[src/rtl/f1_pkg.sv]
// Shared types and helpers for the F1 start-light monitor.
// Thermometer patterns are built LSB-first.
package f1_pkg;

  localparam int F1_N_LIGHTS = 8;

  typedef enum logic [2:0] {
    S_IDLE,
    S_BUILD,
    S_ARMED,
    S_TIMING,
    S_PENALTY,
    S_FAULT
  } f1_mon_state_t;

  function automatic logic [31:0] thermo(input int unsigned k);
    if (k >= 32) return '1;
    return (32'd1 << k) - 32'd1;
  endfunction

  function automatic logic is_thermo(input logic [31:0] p);
    return (p & (p + 32'd1)) == 32'd0;
  endfunction

endpackage

[src/rtl/f1_reaction_counter.sv]
// Tick counter for reaction timing; holds at MAX_TIME and
// flags the increment that reaches it.
module f1_reaction_counter
  import f1_pkg::*;
#(
  parameter int TIME_W   = 16,
  parameter int MAX_TIME = 1000
) (
  input  logic              clk,
  input  logic              rst_n,
  input  logic              clr_i,
  input  logic              en_i,
  output logic [TIME_W-1:0] count_o,
  output logic              hit_o
);

  localparam logic [TIME_W-1:0] MAX_V = TIME_W'(MAX_TIME);
  localparam logic [TIME_W-1:0] ONE   = TIME_W'(1);

  logic [TIME_W-1:0] cnt_q, cnt_d;

  always_comb begin
    cnt_d = cnt_q;
    if (clr_i) begin
      cnt_d = '0;
    end else if (en_i && (cnt_q != MAX_V)) begin
      cnt_d = cnt_q + ONE;
    end
  end

  always_ff @(posedge clk or negedge rst_n) begin
    if (!rst_n) cnt_q <= '0;
    else        cnt_q <= cnt_d;
  end

  assign count_o = cnt_q;
  assign hit_o   = en_i && !clr_i && (cnt_q == MAX_V - ONE);

endmodule

[src/rtl/f1_light_monitor.sv]
// Start-light bar checker and driver reaction timer.
// FSM, trigger edge detect and all outputs are registered here.
module f1_light_monitor
  import f1_pkg::*;
#(
  parameter int N_LIGHTS = F1_N_LIGHTS,
  parameter int TIME_W   = 16,
  parameter int MAX_TIME = 1000
) (
  input  logic                clk,
  input  logic                rst_n,
  input  logic [N_LIGHTS-1:0] lights,
  input  logic                tick,
  input  logic                trigger,
  output logic [3:0]          level,
  output logic                armed,
  output logic                result_valid,
  output logic [TIME_W-1:0]   reaction_time,
  output logic                false_start,
  output logic                timeout,
  output logic                pattern_err
);

  localparam logic [3:0] N_LV = 4'(N_LIGHTS);

  f1_mon_state_t     state_q;
  logic [3:0]        level_q;
  logic              armed_q, rv_q, fs_q, to_q, perr_q;
  logic [TIME_W-1:0] rt_q;
  logic              trig_q;

  logic              trig_rise;
  logic [3:0]        lvl_nxt;
  logic [N_LIGHTS-1:0] th_cur, th_nxt, th_one;
  logic [TIME_W-1:0] count;
  logic              hit;

  assign trig_rise = trigger & ~trig_q;
  assign lvl_nxt   = level_q + 4'd1;
  assign th_cur    = N_LIGHTS'(thermo(32'(level_q)));
  assign th_nxt    = N_LIGHTS'(thermo(32'(lvl_nxt)));
  assign th_one    = N_LIGHTS'(1);

  // Counter is held clear outside TIMING, so the lights-out
  // edge itself never counts a coincident tick.
  f1_reaction_counter #(
    .TIME_W  (TIME_W),
    .MAX_TIME(MAX_TIME)
  ) u_cnt (
    .clk    (clk),
    .rst_n  (rst_n),
    .clr_i  (state_q != S_TIMING),
    .en_i   (tick),
    .count_o(count),
    .hit_o  (hit)
  );

  always_ff @(posedge clk or negedge rst_n) begin
    if (!rst_n) begin
      state_q <= S_IDLE;
      level_q <= '0;
      armed_q <= 1'b0;
      rv_q    <= 1'b0;
      fs_q    <= 1'b0;
      to_q    <= 1'b0;
      perr_q  <= 1'b0;
      rt_q    <= '0;
      trig_q  <= 1'b1;
    end else begin
      trig_q <= trigger;
      rv_q   <= 1'b0;
      fs_q   <= 1'b0;
      to_q   <= 1'b0;
      unique case (state_q)
        S_IDLE: begin
          if (lights == th_one) begin
            level_q <= 4'd1;
            if (N_LV == 4'd1) begin
              state_q <= S_ARMED;
              armed_q <= 1'b1;
            end else begin
              state_q <= S_BUILD;
            end
          end else if (lights != '0) begin
            state_q <= S_FAULT;
            perr_q  <= 1'b1;
            level_q <= '0;
          end
        end
        S_BUILD: begin
          if (lights == th_cur) begin
            state_q <= S_BUILD;
          end else if (lights == th_nxt) begin
            level_q <= lvl_nxt;
            if (lvl_nxt == N_LV) begin
              state_q <= S_ARMED;
              armed_q <= 1'b1;
            end
          end else begin
            state_q <= S_FAULT;
            perr_q  <= 1'b1;
            level_q <= '0;
          end
        end
        S_ARMED: begin
          if (trig_rise) begin
            state_q <= S_PENALTY;
            fs_q    <= 1'b1;
            armed_q <= 1'b0;
          end else if (lights == '0) begin
            state_q <= S_TIMING;
            level_q <= '0;
            armed_q <= 1'b0;
          end else if (lights != '1) begin
            state_q <= S_FAULT;
            perr_q  <= 1'b1;
            level_q <= '0;
            armed_q <= 1'b0;
          end
        end
        S_TIMING: begin
          if (trig_rise) begin
            state_q <= S_IDLE;
            rv_q    <= 1'b1;
            rt_q    <= count;
          end else if (hit) begin
            state_q <= S_IDLE;
            to_q    <= 1'b1;
          end else if (lights != '0) begin
            state_q <= S_FAULT;
            perr_q  <= 1'b1;
          end
        end
        S_PENALTY: begin
          if (lights == '0) begin
            state_q <= S_IDLE;
            level_q <= '0;
          end
        end
        S_FAULT: begin
          level_q <= '0;
          if (lights == '0) begin
            state_q <= S_IDLE;
            perr_q  <= 1'b0;
          end
        end
        default: begin
          state_q <= S_IDLE;
        end
      endcase
    end
  end

  assign level         = level_q;
  assign armed         = armed_q;
  assign result_valid  = rv_q;
  assign reaction_time = rt_q;
  assign false_start   = fs_q;
  assign timeout       = to_q;
  assign pattern_err   = perr_q;

endmodule

[config.mk]
export PLATFORM = sky130hd
export DESIGN_NAME = f1_light_monitor
export DESIGN_NICKNAME = d
export VERILOG_FILES = /design/src/rtl/f1_pkg.sv /design/src/rtl/f1_reaction_counter.sv /design/src/rtl/f1_light_monitor.sv
export SDC_FILE = /design/constraint.sdc
export NUM_CORES = 1
export LEC_CHECK = 0
export CAP_MARGIN = 0
export CORE_MARGIN = 3
export CORE_UTILIZATION = 35
export DETAILED_ROUTE_END_ITERATION = 12
export DONT_BUFFER_PORTS = 1
export PLACE_DENSITY_LB_ADDON = 0.2
export RECOVER_POWER = 50
export SLEW_MARGIN = 30
export SYNTH_ARGS = -nofsm -noshare
export SYNTH_HDL_FRONTEND = slang
export SYNTH_HIERARCHICAL = 1
export SYNTH_SLANG_ARGS = --single-unit
[constraint.sdc]
create_clock -name clk -period 6.7 [get_ports clk]
set_clock_uncertainty 0.2 [all_clocks]
set_input_delay 1.005 -clock clk [delete_from_list [all_inputs] [get_ports clk]]
set_output_delay 1.005 -clock clk [all_outputs]
set_load 0.01 [all_outputs]
After elaboration in Yosys (flattened, before gate mapping)
Index checks and enable logic that the tools add are counted.
{"block": "op_classes", "add_sub_neg": 4, "reduce_logical": 17, "n_eq_ne": 30, "mux": 47, "n_shift": 2, "bitwise_logic": 2}
{"cell": "$mux 3", "count": 11}
{"cell": "$mux 16", "count": 2}
{"cell": "$mux 4", "count": 8}
{"cell": "$ne 2x2->1 const B", "count": 12}
{"cell": "$mux 1", "count": 22}
{"cell": "$pmux 4 s5", "count": 1}
{"cell": "$add 16x1->16 const B", "count": 1}
{"cell": "$eq 16x10->1 const B", "count": 1}
{"cell": "$eq 8x8->1", "count": 2}
{"cell": "$ne 16x10->1 const B", "count": 1}
{"cell": "$shl 1x4->8 const A", "count": 2}
{"cell": "$sub 8x1->8 const B", "count": 2}
{"cell": "$pmux 3 s5", "count": 1}
{"cell": "$reduce_and 10->1", "count": 1}
{"cell": "$reduce_bool 5->1", "count": 2}
{"cell": "$eq 8x1->1 const B", "count": 1}
{"cell": "$logic_not 8->1", "count": 1}
{"cell": "$ne 4x4->1 const B", "count": 2}
{"cell": "$ne 8x8->1 const B", "count": 1}
{"cell": "$reduce_bool 8->1", "count": 1}
{"cell": "$eq 3x2->1 const B", "count": 2}
{"cell": "$eq 3x3->1 const B", "count": 2}
{"cell": "$ne 3x3->1 const B", "count": 2}
{"cell": "$reduce_and 6->1", "count": 1}
{"cell": "17 further kinds", "count": 20}
{"block": "totals", "input_bits": 12, "elab_cells": 112, "ff_bits": 45, "out_inout_bits": 25}

Longest topological paths before layout
{"block": "depth", "depth_word": 7, "mapped_depth": 14, "mapped_depth_nobuf": 13}

Cells and area by module
The synthesis kept the hierarchy.
{"module": "f1_light_monitor", "cells_per_inst": 252, "n_inst": 1, "seq_area_each_um2": 726.9, "area_per_inst_um2": 2260.9}
{"module": "f1_reaction_counter", "cells_per_inst": 94, "n_inst": 1, "seq_area_each_um2": 400.4, "area_per_inst_um2": 882.1}

Least setup slack after synthesis
Ideal clock, no wire load.
{"block": "synth_path", "path_type": "register to register", "start": "reg level_q[0] (netlist: level[0])", "end": "reg state_q[2]", "slack_ps": 3365, "setup_ps": 126, "arrival_ps": 3009, "period_less_slack_ps": 3335, "t_required_ps": 6374, "n_path_buf": 1, "path_stages_with_launch": 13, "path_cell_list": "dfrtp_1 -> ha_1 -> ha_1 -> clkbuf_1 -> nand3_1 -> ha_1 -> xnor2_1 -> a22oi_1 -> o22ai_1 -> nand4b_1 -> or3_4 -> a221oi_1 -> nor2_1"}
{"block": "synth_via", "elab_chain_len": 7, "elab_cells_between_ends": 13, "cone_classes": "add/sub (3); eq/ne (4); shift (2); mux (3); reduce/logical (1)"}
{"element": "start: declaration", "line_no": "f1_light_monitor.sv:27", "rtl": "logic [3:0] level_q;"}
{"element": "start signal: assignment", "line_no": "f1_light_monitor.sv:94", "rtl": "level_q <= lvl_nxt;"}
{"element": "$add 4x1->4", "line_no": "f1_light_monitor.sv:39", "rtl": "assign lvl_nxt = level_q + 4'd1;"}
{"element": "$shl 1x4->8", "line_no": "f1_pkg.sv:18", "rtl": "return (32'd1 << k) - 32'd1;"}
{"element": "$sub 8x1->8", "line_no": "f1_pkg.sv:18"}
{"element": "$eq 8x8->1", "line_no": "f1_light_monitor.sv:93", "rtl": "end else if (lights == th_nxt) begin"}
{"element": "$mux 3", "line_no": "f1_light_monitor.sv:93"}
{"element": "$mux 3", "line_no": "f1_light_monitor.sv:91", "rtl": "if (lights == th_cur) begin"}
{"element": "$pmux 3 s5", "line_no": "f1_light_monitor.sv:74", "rtl": "unique case (state_q)"}
{"element": "end signal: assignment", "line_no": "f1_light_monitor.sv:79", "rtl": "state_q <= S_ARMED;"}
{"element": "end signal: assignment", "line_no": "f1_light_monitor.sv:92", "rtl": "state_q <= S_BUILD;"}
{"element": "end signal: assignment", "line_no": "f1_light_monitor.sv:96", "rtl": "state_q <= S_ARMED;"}
{"element": "end: declaration", "line_no": "f1_light_monitor.sv:26", "rtl": "f1_mon_state_t state_q;"}
Parallel ways exist; a longest one is shown, timed or not.
A chain may end at the register's enable or synchronous reset.

Worst setup path after layout
{"block": "layout_path", "start": "reg level_q[0] (netlist: level[0])", "end": "reg state_q[0]"}
The elaborated chain is that of the path after synthesis.

==> run_results.csv <==
group,metric,value,unit
timing,final.setup.tns,0,ns
global_route,grt-ovfl-total,0,
clocking,insertion_delay,0.29,ns
critical_path,cp_cell_sequence,"inv_1 > ha_1 > nor3b_2 > inv_1 > ha_1 > xor2_1 > xnor2_1 > nand3_1 > a221o_1 > a211oi_2 > nor4_2 > and2_1 > a211o_1",
power,power.density,163,nW/um^2
critical_path,cpMaxStageDelayCell,"dfrtp_1",
power,power_leakage,1.35,nW
synthesis,syn_nets,369,
critical_path,cp-end-kind,"register",
critical_path,path_max_fanout,14,
synthesis,ys_seq_area_share,35.9,%
critical_path,slowest_delay,0.53,ns
global_route,first_global_vias,2331,
synthesis,netlist_top_cells_count,"dfrtp_1, nor2_1, nand2_1",
power,p_total,0.000535,W
global_route,grt_max_degree,46,
synthesis,synth_cell_types,67,
global_route,antenna_found_initial,0,
layout,syn_to_final_growth,4.26,%
power,clkPwrFrac,30.2,%
critical_path,critical_path.startpoint,"level[0]",
clocking,cts_sinks,45,
detailed_routing,dr.first_iter.drc_count,123,
critical_path,timing.rr.start,"level[0]",
timing,max_slew_margin,40.4,%
critical_path,cp-start-kind,"register",
critical_path,crit_end,"state_q[0]",
synthesis,synth.cell_area,3140,um^2
timing,max_freq,260,MHz
clocking,root_buffer,"clkbuf_8",
detailed_routing,drc,0,
synthesis,synth_flop_cell,"dfrtp_1",
floorplan,core-area,8460,um^2
synthesis,ys_seq_elements,45,
floorplan,die_w,101,um
worst_hold_path,hp-class,"in2async",
critical_path,worst-endpoint-arrival,3.82,ns
detailed_routing,via_per_inst,5.54,
placed_design,portBuffers,0,
floorplan,pin_count,37,
power,p_int,0.000388,W
clocking,clockBufferDepth,2,
clocking,holdBufCountCts,0,
layout,antenna_cells,0,
synthesis,synth_top_cell_by_area,"dfrtp_1",
critical_path,rr_worst_depth,13,
critical_path,critical_path_class,"reg2reg",
timing,tightest_slew,0.886,ns
synthesis,synthCells,346,
run_status,outcome,"finished, final reports clean",
clocking,cts.clk_slew.worst_paths,0.08,ns
synthesis,synth_edf_count,0,
detailed_routing,wl_per_cell,16.1,um
flow_run,cap_violations,0,
power,p_seq_share,56.2,%
detailed_routing,drt_pass1_iterations,4,
critical_path,rr_endpoint,"state_q[0]",
layout,finish.instance_area,3280,um^2
critical_path,critPathRequiredTime,6.67,ns
detailed_routing,num_vias,2441,
critical_path,r2r_slack,2.85,ns
placed_design,gp_congestion,0.799,
clocking,cts_resized,0,
detailed_routing,wirelength,7120,um
synthesis,synth_most_common_cell,"dfrtp_1",
timing,drv_slew,0,
timing,hold_viol_final,0,
layout,multi_input_area,1870,um^2
layout,layout-drive-gt1-share,13.1,%
clocking,cts_buffers,5,
floorplan,rows,33,
clocking,tritoncts,"built",
power,swShare,27.6,%
synthesis,syn_area_per_cell,9.08,um^2
global_route,gr-usage-all-layers,14.5,%
timing,finalSetupViolations,0,
placed_design,placed_area,3190,um^2
floorplan,die_area,10200,um^2
synthesis,synthArstFlopShare,100,%
clocking,cts.htree.levels,2,
power,ir_worst_vdd,0.0863,mV
layout,fin_nets,358,
floorplan,start_util,37.1,%
synthesis,synth_top_area_share,35.0,%
power,comb_power_share,13.6,%
global_route,grt_pass1_wl,12000,um
timing,period_needed,3.85,ns
clocking,post_cts_buffers,0,
placed_design,hpwl,5160,um
power,p_switching,0.000147,W
timing,min_period_over_period,57.4,%
synthesis,ys_warn_count,6,
timing,grt_setup_unrepaired,"false",
detailed_routing,antenna_left,0,
layout,regArea,1130,um^2
layout,fill_cells,846,
floorplan,die_y,101,um
synthesis,synth_area_leaders,"dfrtp_1, mux2_2, nor2_1",
[layer usage]
metal,part of all wire (%),track usage [%]
met5,0,0
met4,1.1,2.90
met3,5.6,3.53
met2,46,21.7
met1,47,21.1
[per-stage QoR]
| stage | setup WS (ns) | hold slack [ns] | cells | utilization [%] |
|---|---|---|---|---|
| after global placement | 2.99 | 0.351 | 433 | 37.7 |
| final | 2.85 | 0.200 | 441 | 38.7 |
| after global routing | 2.57 | 0.172 | 441 | 38.7 |
| after CTS | 2.84 | 0.186 | 441 | 38.7 |
| after detailed placement | 2.88 | 0.353 | 433 | 37.7 |
| after floorplan | 3.37 | 0.278 | 346 | - |
[power by group through the flow]
stage	Sequential, W	Clock [W]	Combinational [W]
finish	0.000301	0.000161	0.0000728
floorplan	0.000291	0	0.0000722
CTS	0.000301	0.000171	0.0000721
global route	0.000303	0.000182	0.0000816
global placement	0.000306	0	0.0000711
detailed placement	0.000306	0	0.0000714
[sequential cells by signal, summed over array words and instances (netlist names)]
register,flops
reaction_time,16
u_cnt/count_o,16
level,4
state_q,3
armed,1
false_start,1
pattern_err,1
result_valid,1
timeout,1
trig_q,1
[placed cells by master (no fill, tap or decap), types with 4 or more instances in the layout]
cell type,synthesis,final
a21oi_1,12,12
a31oi_1,5,5
and3_1,5,5
clkbuf_8,0,5
dfrtp_1,44,44
ha_1,11,11
inv_1,14,14
mux2_2,19,19
nand2_1,20,20
nand2b_1,7,7
nand3_1,16,16
nand4_1,7,7
nor2_1,40,40
nor2b_1,8,8
nor3_1,7,7
nor4_1,7,7
o21ai_0,12,12
o22ai_1,4,4
or3_1,5,5
xnor2_1,15,15
xor2_1,11,11
[area by class of cell]
class | count | share of cell area, %
Clock buffer | 7 | 2.33
Clock inverter | 1 | 0.229
Inverter | 14 | 1.60
Multi-Input combinational cell | 268 | 57.2
Sequential cell | 45 | 34.4
Tap cell | 105 | 4.01
Timing Repair Buffer | 1 | 0.229
[cells by family after synthesis]
kind of cell,synth area share (%)
XOR/XNOR,7.76
adder cells (fa/ha/maj),4.38
flip-flops,35.9
AO/OA/AOI/OAI,15.2
multiplexers,7.29
AND/OR/NAND/NOR,25.0
buffers and inverters,4.50
[worst min path at each step]
stage | startpoint | to | cells past startpoint
after floorplan | u_cnt/count_o[3] | reaction_time[3] | 1
after global placement | u_cnt/count_o[15] | reaction_time[15] | 1
after detailed placement | u_cnt/count_o[15] | reaction_time[15] | 1
after CTS | rst_n | reaction_time[15] | 0
after global routing | rst_n | u_cnt/count_o[14] | 0
final | rst_n | reaction_time[15] | 0
[critical path, delay by kind of cell (launching register included)]
| kind | cells | cell delay (ns) |
|---|---|---|
| buffers and inverters | 2 | 0.22 |
| AOI/OAI and AO/OA | 3 | 0.89 |
| xor gates and xnor gates | 2 | 0.35 |
| DFF | 1 | 0.53 |
| and+or+nand+nor | 4 | 0.77 |
| adders and majority gates | 2 | 0.78 |
(Power assumes the default switching activity.)
